[src/rtl/mux_n_pipe_pkg.sv]
// Shared types for the N-way registered selector: skid buffer occupancy
// states and the out-of-range select test.
package mux_n_pipe_pkg;

  typedef enum logic [1:0] {
    SKID_EMPTY = 2'd0,
    SKID_ONE   = 2'd1,
    SKID_FULL  = 2'd2
  } skid_state_e;

  function automatic logic sel_out_of_range(input int sel, input int num_in);
    return sel >= num_in;
  endfunction

endpackage

[src/rtl/mux_n_pipe_skid_buffer.sv]
// Two-entry skid buffer with a registered in_ready; words leave in the order
// they were accepted. Reusable for any stage boundary with backpressure.
module mux_n_pipe_skid_buffer
  import mux_n_pipe_pkg::*;
#(
  parameter int W = 33
) (
  input  logic         clk,
  input  logic         rst,
  input  logic [W-1:0] in_data,
  input  logic         in_valid,
  output logic         in_ready,
  output logic [W-1:0] out_data,
  output logic         out_valid,
  input  logic         out_ready
);

  skid_state_e  state_p1, state_nxt;
  logic [W-1:0] main_p1;
  logic [W-1:0] skid_p1;
  logic         accept;

  assign accept = in_valid && in_ready;

  always_comb begin
    state_nxt = state_p1;
    case (state_p1)
      SKID_EMPTY: if (accept) state_nxt = SKID_ONE;
      SKID_ONE: begin
        if (accept && !out_ready)      state_nxt = SKID_FULL;
        else if (!accept && out_ready) state_nxt = SKID_EMPTY;
      end
      SKID_FULL: if (out_ready) state_nxt = SKID_ONE;
      default:   state_nxt = SKID_EMPTY;
    endcase
  end

  // Stage p1: main/skid storage and registered ready
  always_ff @(posedge clk or posedge rst) begin
    if (rst) begin
      state_p1 <= SKID_EMPTY;
      main_p1  <= '0;
      skid_p1  <= '0;
      in_ready <= 1'b1;
    end else begin
      state_p1 <= state_nxt;
      in_ready <= (state_nxt != SKID_FULL);
      case (state_p1)
        SKID_EMPTY: if (accept) main_p1 <= in_data;
        SKID_ONE: begin
          if (accept && out_ready) main_p1 <= in_data;
          else if (accept)         skid_p1 <= in_data;
        end
        SKID_FULL: if (out_ready) main_p1 <= skid_p1;
        default: ;
      endcase
    end
  end

  assign out_data  = main_p1;
  assign out_valid = (state_p1 != SKID_EMPTY);

endmodule

[src/rtl/mux_n_pipe.sv]
// Parametrised NUM_IN-way, N-bit selector whose result crosses a registered
// valid/ready boundary; out-of-range selects are flagged per word and sticky.
module mux_n_pipe
  import mux_n_pipe_pkg::*;
#(
  parameter int N        = 32,
  parameter int NUM_IN   = 5,
  parameter int SEL_W    = 3,
  parameter int ERR_ZERO = 1
) (
  input  logic                clk,
  input  logic                rst,
  input  logic [NUM_IN*N-1:0] in_bus,
  input  logic [SEL_W-1:0]    select,
  input  logic                in_valid,
  output logic                in_ready,
  output logic [N-1:0]        out_data,
  output logic                out_valid,
  input  logic                out_ready,
  output logic                out_sel_err,
  output logic                err_sticky,
  input  logic                err_clr
);

  if (NUM_IN < 2 || (1 << SEL_W) < NUM_IN) begin : g_param_check
    $error("mux_n_pipe: NUM_IN must be >= 2 and fit in SEL_W select bits");
  end

  logic [N-1:0] sel_word_p0;
  logic         sel_err_p0;
  logic         accept_p0;
  logic [N:0]   buf_out_p1;

  assign sel_err_p0 = sel_out_of_range(int'(select), NUM_IN);
  assign accept_p0  = in_valid && in_ready;

  // Stage p0: combinational selection in the accept cycle
  always_comb begin
    sel_word_p0 = (ERR_ZERO != 0) ? '0 : in_bus[0 +: N];
    for (int k = 0; k < NUM_IN; k++) begin
      if (int'(select) == k) sel_word_p0 = in_bus[k*N +: N];
    end
  end

  mux_n_pipe_skid_buffer #(
    .W(N + 1)
  ) u_skid (
    .clk      (clk),
    .rst      (rst),
    .in_data  ({sel_err_p0, sel_word_p0}),
    .in_valid (in_valid),
    .in_ready (in_ready),
    .out_data (buf_out_p1),
    .out_valid(out_valid),
    .out_ready(out_ready)
  );

  assign out_sel_err = buf_out_p1[N];
  assign out_data    = buf_out_p1[N-1:0];

  // Stage p1: sticky error flag, a same-cycle set beats a clear
  always_ff @(posedge clk or posedge rst) begin
    if (rst)                          err_sticky <= 1'b0;
    else if (accept_p0 && sel_err_p0) err_sticky <= 1'b1;
    else if (err_clr)                 err_sticky <= 1'b0;
  end

endmodule

[config.mk]
export PLATFORM = sky130hd
export DESIGN_NAME = mux_n_pipe
export DESIGN_NICKNAME = d
export VERILOG_FILES = /design/src/rtl/mux_n_pipe_pkg.sv /design/src/rtl/mux_n_pipe_skid_buffer.sv /design/src/rtl/mux_n_pipe.sv
export SDC_FILE = /design/constraint.sdc
export NUM_CORES = 1
export LEC_CHECK = 0
export BUFFER_PORTS_ARGS = -buffer_cell sky130_fd_sc_hd__buf_2
export CORE_UTILIZATION = 35
export CTS_BUF_LIST = sky130_fd_sc_hd__clkbuf_2 sky130_fd_sc_hd__clkbuf_4 sky130_fd_sc_hd__clkbuf_8
export DETAILED_ROUTE_END_ITERATION = 12
export PLACE_DENSITY = 0.62
export SLEW_MARGIN = 20
export SYNTH_ARGS = -nofsm -noshare
export SYNTH_HDL_FRONTEND = slang
export SYNTH_SLANG_ARGS = --single-unit
[constraint.sdc]
create_clock -name clk -period 5.6 [get_ports clk]
set_input_delay 0.28 -clock clk [delete_from_list [all_inputs] [get_ports clk]]
set_output_delay 0.28 -clock clk [all_outputs]
set_load 0.01 [all_outputs]
==> results of run 1 <==
-- power by group through the flow --
stage	clock, µW	combinational [µW]	sequential [µW]
after global placement	0	744	882
final	505	762	881
after floorplan	0	408	913
after detailed placement	0	769	891
after CTS	513	769	884
after global routing	531	862	908
-- state kept, by name, summed over array words and instances (netlist names) --
| name | count |
|---|---|
| u_skid.state_p1 | 2 |
| u_skid.skid_p1 | 33 |
| u_skid.out_data | 33 |
| err_sticky | 1 |
| u_skid.in_ready | 1 |
-- per-layer routing --
metal	track usage (%)	up-vias	wire length, µm
met2	39.4	188	6980
met5	0	-	8
met3	3.60	14	918
met4	5.71	2	116
met1	27.6	2133	6180
li1	-	2208	-
-- cells by family after synthesis --
group / share of synthesized area (%)
flip-flops: 39.8
multiplexers: 17.3
AO/OA/AOI/OAI: 21.4
buffers and inverters: 4.47
AND/OR/NAND/NOR: 17.0
-- worst max-delay path: stages --
cell      delay (ns)
buf_4           0.68
or3b_2          0.44
buf_4           0.45
nand2b_4        0.50
nor2_1          0.09
o31ai_1         0.27
-- cell usage after synthesis (2+ instances only) --
cell       count  share of area [%]
a2111oi_0     11                2.2
inv_1          3               0.26
buf_4          2               0.34
dfrtp_1       69                 39
o31ai_1       43                7.3
a21oi_1       33                3.8
nand2_1       70                6.0
a211oi_1      11                1.9
nand2b_1       3               0.43
buf_1          3               0.26
clkbuf_1      21                1.8
mux2i_1       75                 17
nor2_1        97                8.3
nor2b_1        2               0.28
and3b_1        2               0.40
o21ai_0       23                2.6
or2_2          3               0.43
o22ai_1       23                3.3
buf_2         16                1.8
-- worst max-delay path by stage --
stage | cells after the start | endpoint | slack (ns) | startpoint
3_3_place_gp | 6 | u_skid.out_data[1] | 2.88 | select[0]
3_5_place_dp | 6 | u_skid.out_data[28] | 2.74 | select[0]
5_1_grt | 6 | u_skid.out_data[8] | 2.92 | select[0]
6_report | 6 | u_skid.out_data[28] | 3.10 | select[0]
4_1_cts | 6 | u_skid.out_data[28] | 3.11 | select[0]
2_1_floorplan | 1 | err_sticky | 3.55 | rst
-- stage by stage --
step | hold slack (ns) | util [%] | power [µW] | cell area, µm²
finish | 0.132 | 47.5 | 2150 | 5760
global route | 0.124 | 47.5 | 2300 | 5760
CTS | 0.122 | 47.4 | 2170 | 5740
detailed placement | 0.466 | 45.4 | 1660 | 5500
global placement | 0.458 | 45.4 | 1630 | 5500
floorplan | 0.379 | - | 1320 | 4400
-- area by class of cell --
cell class                      instances  area [µm²]  share of cell area, %
Multi-Input combinational cell        404        2480                   43.0
Inverter                                3        12.5                  0.217
Timing Repair Buffer                  208        1060                   18.3
Tap cell                              168         210                   3.65
Clock inverter                          6         109                   1.89
Sequential cell                        70        1750                   30.5
Clock buffer                           10         138                   2.39
==> flow_metrics.py, run 1 <==
metrics = {
    "floorplanning": {
        "start_util_pct": 36.3,
        "dieArea_um2": 13000,
        "core-area_um2": 12100,
        "die_w_um": 114,
        "rows": 40,
        "io_pins": 204,
        "die_y_um": 114,
    },
    "place": {
        "dp_hpwl_mm": 10.1,
        "portBuffers": 203,
        "place_ws_ns": 2.74,
        "dp_cells": 853,
        "gp_congestion": 0.839,
    },
    "hold_path": {
        "hold_path_depth": 2,
        "holdCritPathClass": "in -> reg",
        "hp-start": "err_clr",
        "hold_path_end": "err_sticky",
    },
    "power_and_ir_drop": {
        "seq_power_share_pct": 41.0,
        "static-leakage-power_uw": 0.00300,
        "irDropWorstVdd_v": 0.000183,
        "switching_share_pct": 36.5,
        "clkPwrFrac_pct": 23.5,
        "intPower_uw": 1360,
        "power.switching_uw": 784,
        "powerDensity_nw_per_um2": 373,
        "p_comb_share_pct": 35.5,
    },
    "worst_setup_path": {
        "worstPathRequired_ns": 5.85,
        "cp_max_fo": 56,
        "r2r_end": "u_skid.out_data[32]",
        "cp-end-kind": "flop",
        "timing.rr.start": "u_skid.state_p1[1]",
        "rr_worst_depth": 4,
        "cp-start-kind": "input pin",
        "r2r_slack_ns": 3.31,
        "critical_path_class": "in -> reg",
        "crit_arrival_ns": 2.75,
    },
    "detailed_routing": {
        "dr.pass1.iters": 5,
        "vias": 4545,
        "routed_via_density": 5.23,
        "wl_per_cell_um": 16.3,
        "drt-initial-drc-count": 154,
        "wl_mm": 14.2,
        "final_antenna_net_count": 0,
        "drc": 0,
    },
    "sta": {
        "slew_viol_final": 0,
        "fin_setup_tns_ns": 0,
        "fin_ws_ns": 3.10,
        "relSlewSlack_pct": 32.2,
        "finalSetupViolCount": 0,
        "fin_crit_ns": 2.50,
        "max_freq_mhz": 400,
        "worst_pin_slew_ns": 1.02,
        "final-hold-violation-count": 0,
        "fin_worst_skew_ns": 0.0121,
        "fin_crit_sh_pct": 44.7,
        "rsz0062_at_grt": "no",
    },
    "clock_network": {
        "cts_tree": "yes",
        "insertion_delay_ns": 0.35,
        "cts_buffers": 9,
        "root_buffer": "clkbuf_8",
        "post_cts_buffers": 0,
        "ctsResizeCount": 0,
        "clock_sinks": 70,
        "ctsHtreeMaxLevel": 3,
        "cts_hold_buf": 0,
        "clk_pin_slew_ns": 0.09,
        "clockBufferDepth": 2,
    },
    "cells_and_area": {
        "fill_cells": 1211,
        "final_cells": 869,
        "layout_commonest_cell": "buf_2",
        "diodes": 0,
        "areaGrowthSynthToFinish_pct": 30.8,
        "layout.nets": 864,
        "final_cell_mix": "202 x buf_2, 97 x nor2_1, 75 x mux2i_1",
        "layout-drive-gt1-share_pct": 33.8,
    },
    "outcome": {
        "status": "complete, no violations",
    },
    "synthesis": {
        "synthArstFlopShare_pct": 100,
        "syn_area_um2": 4400,
        "ys.warnings.count": 0,
        "synth_top_flop_cell": "dfrtp_1",
        "synth_fp_nets": 687,
        "ys_types": 28,
        "synth-edff-count": 0,
        "ys_ff_latch": 70,
        "syn_area_per_cell_um2": 8.48,
        "syn_inst": 519,
        "seq_area_frac_synth_pct": 39.8,
    },
    "global_routing": {
        "grt_max_degree": 71,
        "track_usage_pct": 22.1,
        "grt_pass1_vias": 4488,
        "grt_pass1_wl_mm": 22.3,
        "antenna_found_initial": 1,
        "grt.overflow.total": 0,
    },
    "run": {
        "drv_cap": 0,
    },
}
No activity file was read; power rests on OpenSTA's default activity.
==> run 2: changes to the inputs <==
==> constraint.sdc (replaced) <==
create_clock -name clk -period 2.6 [get_ports clk]
set_input_delay 0.13 -clock clk [delete_from_list [all_inputs] [get_ports clk]]
set_output_delay 0.13 -clock clk [all_outputs]
set_load 0.01 [all_outputs]
==> flow_metrics.py, run 2 (synthesized netlist as in run 1, its figures left out) <==
metrics = {
    "outcome": {
        "status": "complete, no violations",
    },
    "worst_setup_path": {
        "cp-start-kind": "flop",
        "cp-end-kind": "flop",
        "worstPathRequired_ns": 2.78,
        "critical_path_class": "reg -> reg",
        "crit_arrival_ns": 1.91,
        "cp_max_fo": 66,
    },
    "floorplanning": {
        "die_w_um": 114,
        "io_pins": 204,
        "die_y_um": 114,
        "start_util_pct": 36.3,
        "core-area_um2": 12100,
        "rows": 40,
        "dieArea_um2": 13000,
    },
    "global_routing": {
        "grt_busiest_layer": "met2",
        "antenna_found_initial": 2,
        "track_usage_pct": 22.2,
        "grt_max_degree": 67,
        "grt.overflow.total": 0,
        "grt_pass1_vias": 4539,
        "met3_usage_pct": 5.77,
        "grt_pass1_wl_mm": 22.3,
        "grtUsageMet1_pct": 25.7,
        "use_met2_pct": 41.1,
    },
    "detailed_routing": {
        "wl_mm": 14.3,
        "final_antenna_net_count": 0,
        "drt-initial-drc-count": 280,
        "wl_per_cell_um": 16.3,
        "drc": 0,
        "vias": 4535,
        "dr.pass1.iters": 5,
        "routed_via_density": 5.16,
    },
    "place": {
        "portBuffers": 203,
        "gp_congestion": 0.843,
        "dp_hpwl_mm": 10.5,
    },
    "clock_network": {
        "cts_tree": "yes",
        "clockBufferDepth": 2,
        "ctsHtreeMaxLevel": 3,
        "cts_buffers": 9,
        "root_buffer": "clkbuf_8",
        "clock_sinks": 70,
        "clk_pin_slew_ns": 0.07,
        "insertion_delay_ns": 0.34,
    },
    "sta": {
        "worst_pin_slew_ns": 0.607,
        "fin_worst_skew_ns": 0.00998,
        "fin_crit_ns": 1.73,
        "finalSetupViolCount": 0,
        "max_freq_mhz": 579,
        "final-hold-violation-count": 0,
        "hold_ws_ns": 0.0696,
        "fin_crit_sh_pct": 66.4,
        "slew_viol_final": 0,
        "fin_setup_tns_ns": 0,
        "relSlewSlack_pct": 58.5,
        "rsz0062_at_grt": "no",
    },
    "cells_and_area": {
        "layout.nets": 874,
        "layout-drive-gt1-share_pct": 34.5,
        "layout_commonest_cell": "buf_2",
        "final_cell_mix": "202 x buf_2, 97 x nor2_1, 75 x mux2i_1",
        "diodes": 0,
        "areaGrowthSynthToFinish_pct": 32.2,
    },
    "power_and_ir_drop": {
        "irDropWorstVdd_v": 0.000300,
        "static-leakage-power_uw": 0.00304,
        "powerDensity_nw_per_um2": 790,
    },
    "run": {
        "drv_cap": 0,
    },
    "hold_path": {
        "holdCritPathClass": "in -> reg",
    },
}
run 2: cell count changes in the layout (fill, tap and decap cells not counted):
cell / delta
nor3b_4: -1
nand2_2: +1
buf_4: +8
nand2_4: -1
bufinv_16: -1
clkbuf_8: +2
clkinv_4: -1
nor3b_2: +1
clkinv_2: -1
clkbuf_4: +1
dlygate4sd3_1: +2
run 2: what timing repair did:
| action | CTS | global route |
|---|---|---|
| gates resized for setup | 0 | 0 |
| buffers inserted | 0 | 0 |
| hold buffers | 2 | 0 |
| hold endpoints to repair | 27 | 0 |
run 2: worst paths after layout:
kind | from | slack [ns] | to | cells past startpoint
max in group asynchronous | rst | 1.47 | u_skid.skid_p1[8] | 4
min reg2reg | u_skid.out_data[29] | 0.48 | u_skid.out_data[29] | 2
max | u_skid.state_p1[1] | 0.87 | u_skid.skid_p1[22] | 4
min | out_ready | 0.07 | u_skid.in_ready | 2
max reg2reg | u_skid.state_p1[1] | 0.87 | u_skid.skid_p1[22] | 4
min in group asynchronous | rst | 0.37 | u_skid.out_data[25] | 3
run 2: metrics by stage:
stage | utilization (%) | area, µm² | setup slack (ns) | power [µW] | std cells
5_1_grt | 48.0 | 5820 | 0.725 | 4930 | 879
4_1_cts | 48.0 | 5820 | 0.869 | 4640 | 879
3_3_place_gp | 45.9 | 5560 | 0.606 | 3530 | 861
6_report | 48.0 | 5820 | 0.873 | 4600 | 879
3_5_place_dp | 45.9 | 5560 | 0.513 | 3600 | 861
2_1_floorplan | - | 4400 | 0.703 | 2850 | 519
run 2: cell type report:
type | count | area, µm²
Sequential cell | 70 | 1750
Multi-Input combinational cell | 404 | 2470
Inverter | 3 | 12.5
Clock inverter | 3 | 65.1
Tap cell | 168 | 210
Clock buffer | 13 | 173
Timing Repair Buffer | 218 | 1140
Fill cell | 1175 | 6300
run 2: critical path, stage by stage (launching register included):
cell,delay (ns)
dfrtp_1,0.48
and3b_1,0.29
nand2_2,0.09
buf_4,0.49
o21ai_0,0.20
run 2: where the power goes:
| group | switching [µW] | total (µW) | internal (µW) |
|---|---|---|---|
| sequential | 294 | 1880 | 1590 |
| clock | 414 | 1040 | 629 |
| combinational | 961 | 1670 | 708 |
| total | 1670 | 4600 | 2930 |
run 2: routing by layer:
layer	up-vias	wire [µm]
met5	-	10
li1	2227	-
met3	11	1240
met2	204	7220
met1	2091	5750
met4	2	94
==> run 3: changes to the inputs <==
==> constraint.sdc (replaced) <==
create_clock -name clk -period 1.61 [get_ports clk]
set_input_delay 0.0805 -clock clk [delete_from_list [all_inputs] [get_ports clk]]
set_output_delay 0.0805 -clock clk [all_outputs]
set_load 0.01 [all_outputs]
==> flow_metrics.py, run 3 (synthesized netlist as in run 1, its figures left out) <==
metrics = {
    "sta": {
        "slew_viol_final": 0,
        "rsz0062_at_grt": "yes",
        "relSlewSlack_pct": 56.7,
        "hold_ws_ns": 0.0288,
        "fin_worst_skew_ns": 0.00825,
        "finalSetupViolCount": 0,
        "worst_pin_slew_ns": 0.649,
        "fin_setup_tns_ns": 0,
        "max_freq_mhz": 644,
        "fin_crit_ns": 1.55,
        "fin_crit_sh_pct": 96.5,
        "final-hold-violation-count": 0,
    },
    "cells_and_area": {
        "layout.nets": 896,
        "final_cell_mix": "202 x buf_2, 97 x nor2_1, 75 x mux2i_1",
        "regArea_um2": 1750,
        "areaGrowthSynthToFinish_pct": 38.3,
        "fill_cells": 1215,
        "layout-drive-gt1-share_pct": 37.2,
        "diodes": 0,
        "multiInputGateArea_um2": 2490,
        "layout_commonest_cell": "buf_2",
    },
    "worst_setup_path": {
        "cp_max_fo": 11,
        "worst_path_max_delay_cell": "dfrtp_2",
        "worst-path-buf-inv": 2,
        "cp-startpoint": "u_skid.state_p1[0]",
        "worstPathRequired_ns": 1.86,
        "cp-start-kind": "flop",
        "path_cells": "nor2b_2, nor3_4, buf_4, clkbuf_16, a21oi_1, o31ai_1",
        "timing.rr.start": "u_skid.state_p1[0]",
        "critical_path_class": "reg -> reg",
        "rr_worst_depth": 6,
        "crit_cells": 6,
        "cp_slowest_stage_delay_ns": 0.45,
        "crit_arrival_ns": 1.81,
        "cp-end-kind": "flop",
        "crit_family": "flip-flops",
    },
    "detailed_routing": {
        "vias": 4633,
        "drc": 0,
        "final_antenna_net_count": 0,
        "routed_via_density": 5.14,
        "dr.pass1.iters": 4,
        "wl_per_cell_um": 16.6,
        "wl_mm": 14.9,
        "drt-initial-drc-count": 181,
    },
    "hold_path": {
        "hold_path_depth": 2,
        "hp-start": "out_ready",
        "holdCritPathClass": "in -> reg",
    },
    "clock_network": {
        "clock_sinks": 70,
        "root_buffer": "clkbuf_8",
        "cts_buffers": 9,
        "clk_pin_slew_ns": 0.07,
        "insertion_delay_ns": 0.35,
        "ctsHtreeMaxLevel": 3,
        "clockBufferDepth": 2,
        "cts_tree": "yes",
    },
    "power_and_ir_drop": {
        "irDropWorstVdd_v": 0.000437,
        "powerDensity_nw_per_um2": 1260,
        "static-leakage-power_uw": 0.00317,
    },
    "global_routing": {
        "grt_pass1_vias": 4579,
        "antenna_found_initial": 0,
        "grt_max_degree": 49,
        "grt.overflow.total": 0,
        "grt_pass1_wl_mm": 22.6,
        "track_usage_pct": 22.4,
    },
    "floorplanning": {
        "start_util_pct": 36.3,
        "die_y_um": 114,
        "die_w_um": 114,
        "io_pins": 204,
        "dieArea_um2": 13000,
        "rows": 40,
        "core-area_um2": 12100,
    },
    "place": {
        "portBuffers": 203,
        "gp_congestion": 0.770,
        "dp_hpwl_mm": 11.2,
    },
    "run": {
        "drv_cap": 0,
    },
    "outcome": {
        "status": "complete, no violations",
    },
}
==> run 3: stage by stage <==
stage               instances  area, µm²  setup WS, ns  utilization [%]  power, µW
global route              901       6080       -0.0280             50.2       8190
global placement          879       5760        0.0284             47.5       5830
finish                    901       6080        0.0565             50.2       7660
CTS                       897       6020        0.0325             49.7       7630
detailed placement        879       5760      -0.00285             47.5       5950
floorplan                 519       4400        0.0947                -       4600
==> run 3: power by group <==
part           internal [µW]  total (µW)  switching [µW]  leakage [µW]
Sequential              2570        3030             462      0.000898
Clock                   1020        1680             662      0.000123
Combinational           1320        2950            1630       0.00215
Total                   4900        7660            2750       0.00317
==> run 3: repair_timing <==
item	CTS	global route
endpoints found under the setup margin	0	31
buffers inserted	0	2
gates resized for setup	0	10
endpoints found under the hold margin	70	0
hold buffers	2	0
==> run 3: layout make-up <==
class | instances | area share, %
multi-input combinational | 405 | 41.0
tap | 168 | 3.46
inverter | 3 | 0.247
clock buffer | 13 | 2.84
timing repair buffer | 239 | 22.6
clock inverter | 3 | 1.07
sequential | 70 | 28.8
==> run 3: worst paths after layout <==
path	end	slack (ns)
hold reg to reg	u_skid.skid_p1[12]	0.48
setup / recovery	u_skid.out_data[24]	0.06
min in group asynchronous	u_skid.skid_p1[26]	0.37
max in group asynchronous	u_skid.state_p1[0]	0.63
setup reg to reg	u_skid.out_data[24]	0.06
hold / removal	u_skid.in_ready	0.03
==> run 3: metal layers <==
layer / vias to the layer above / part of all wire, % / GRT usage [%]
li1: 2275 / - / -
met1: 2161 / 43 / 26.6
met2: 181 / 50 / 41.1
met3: 16 / 6.2 / 3.49
met4: 0 / 1.4 / 7.62
met5: - / 0 / 0
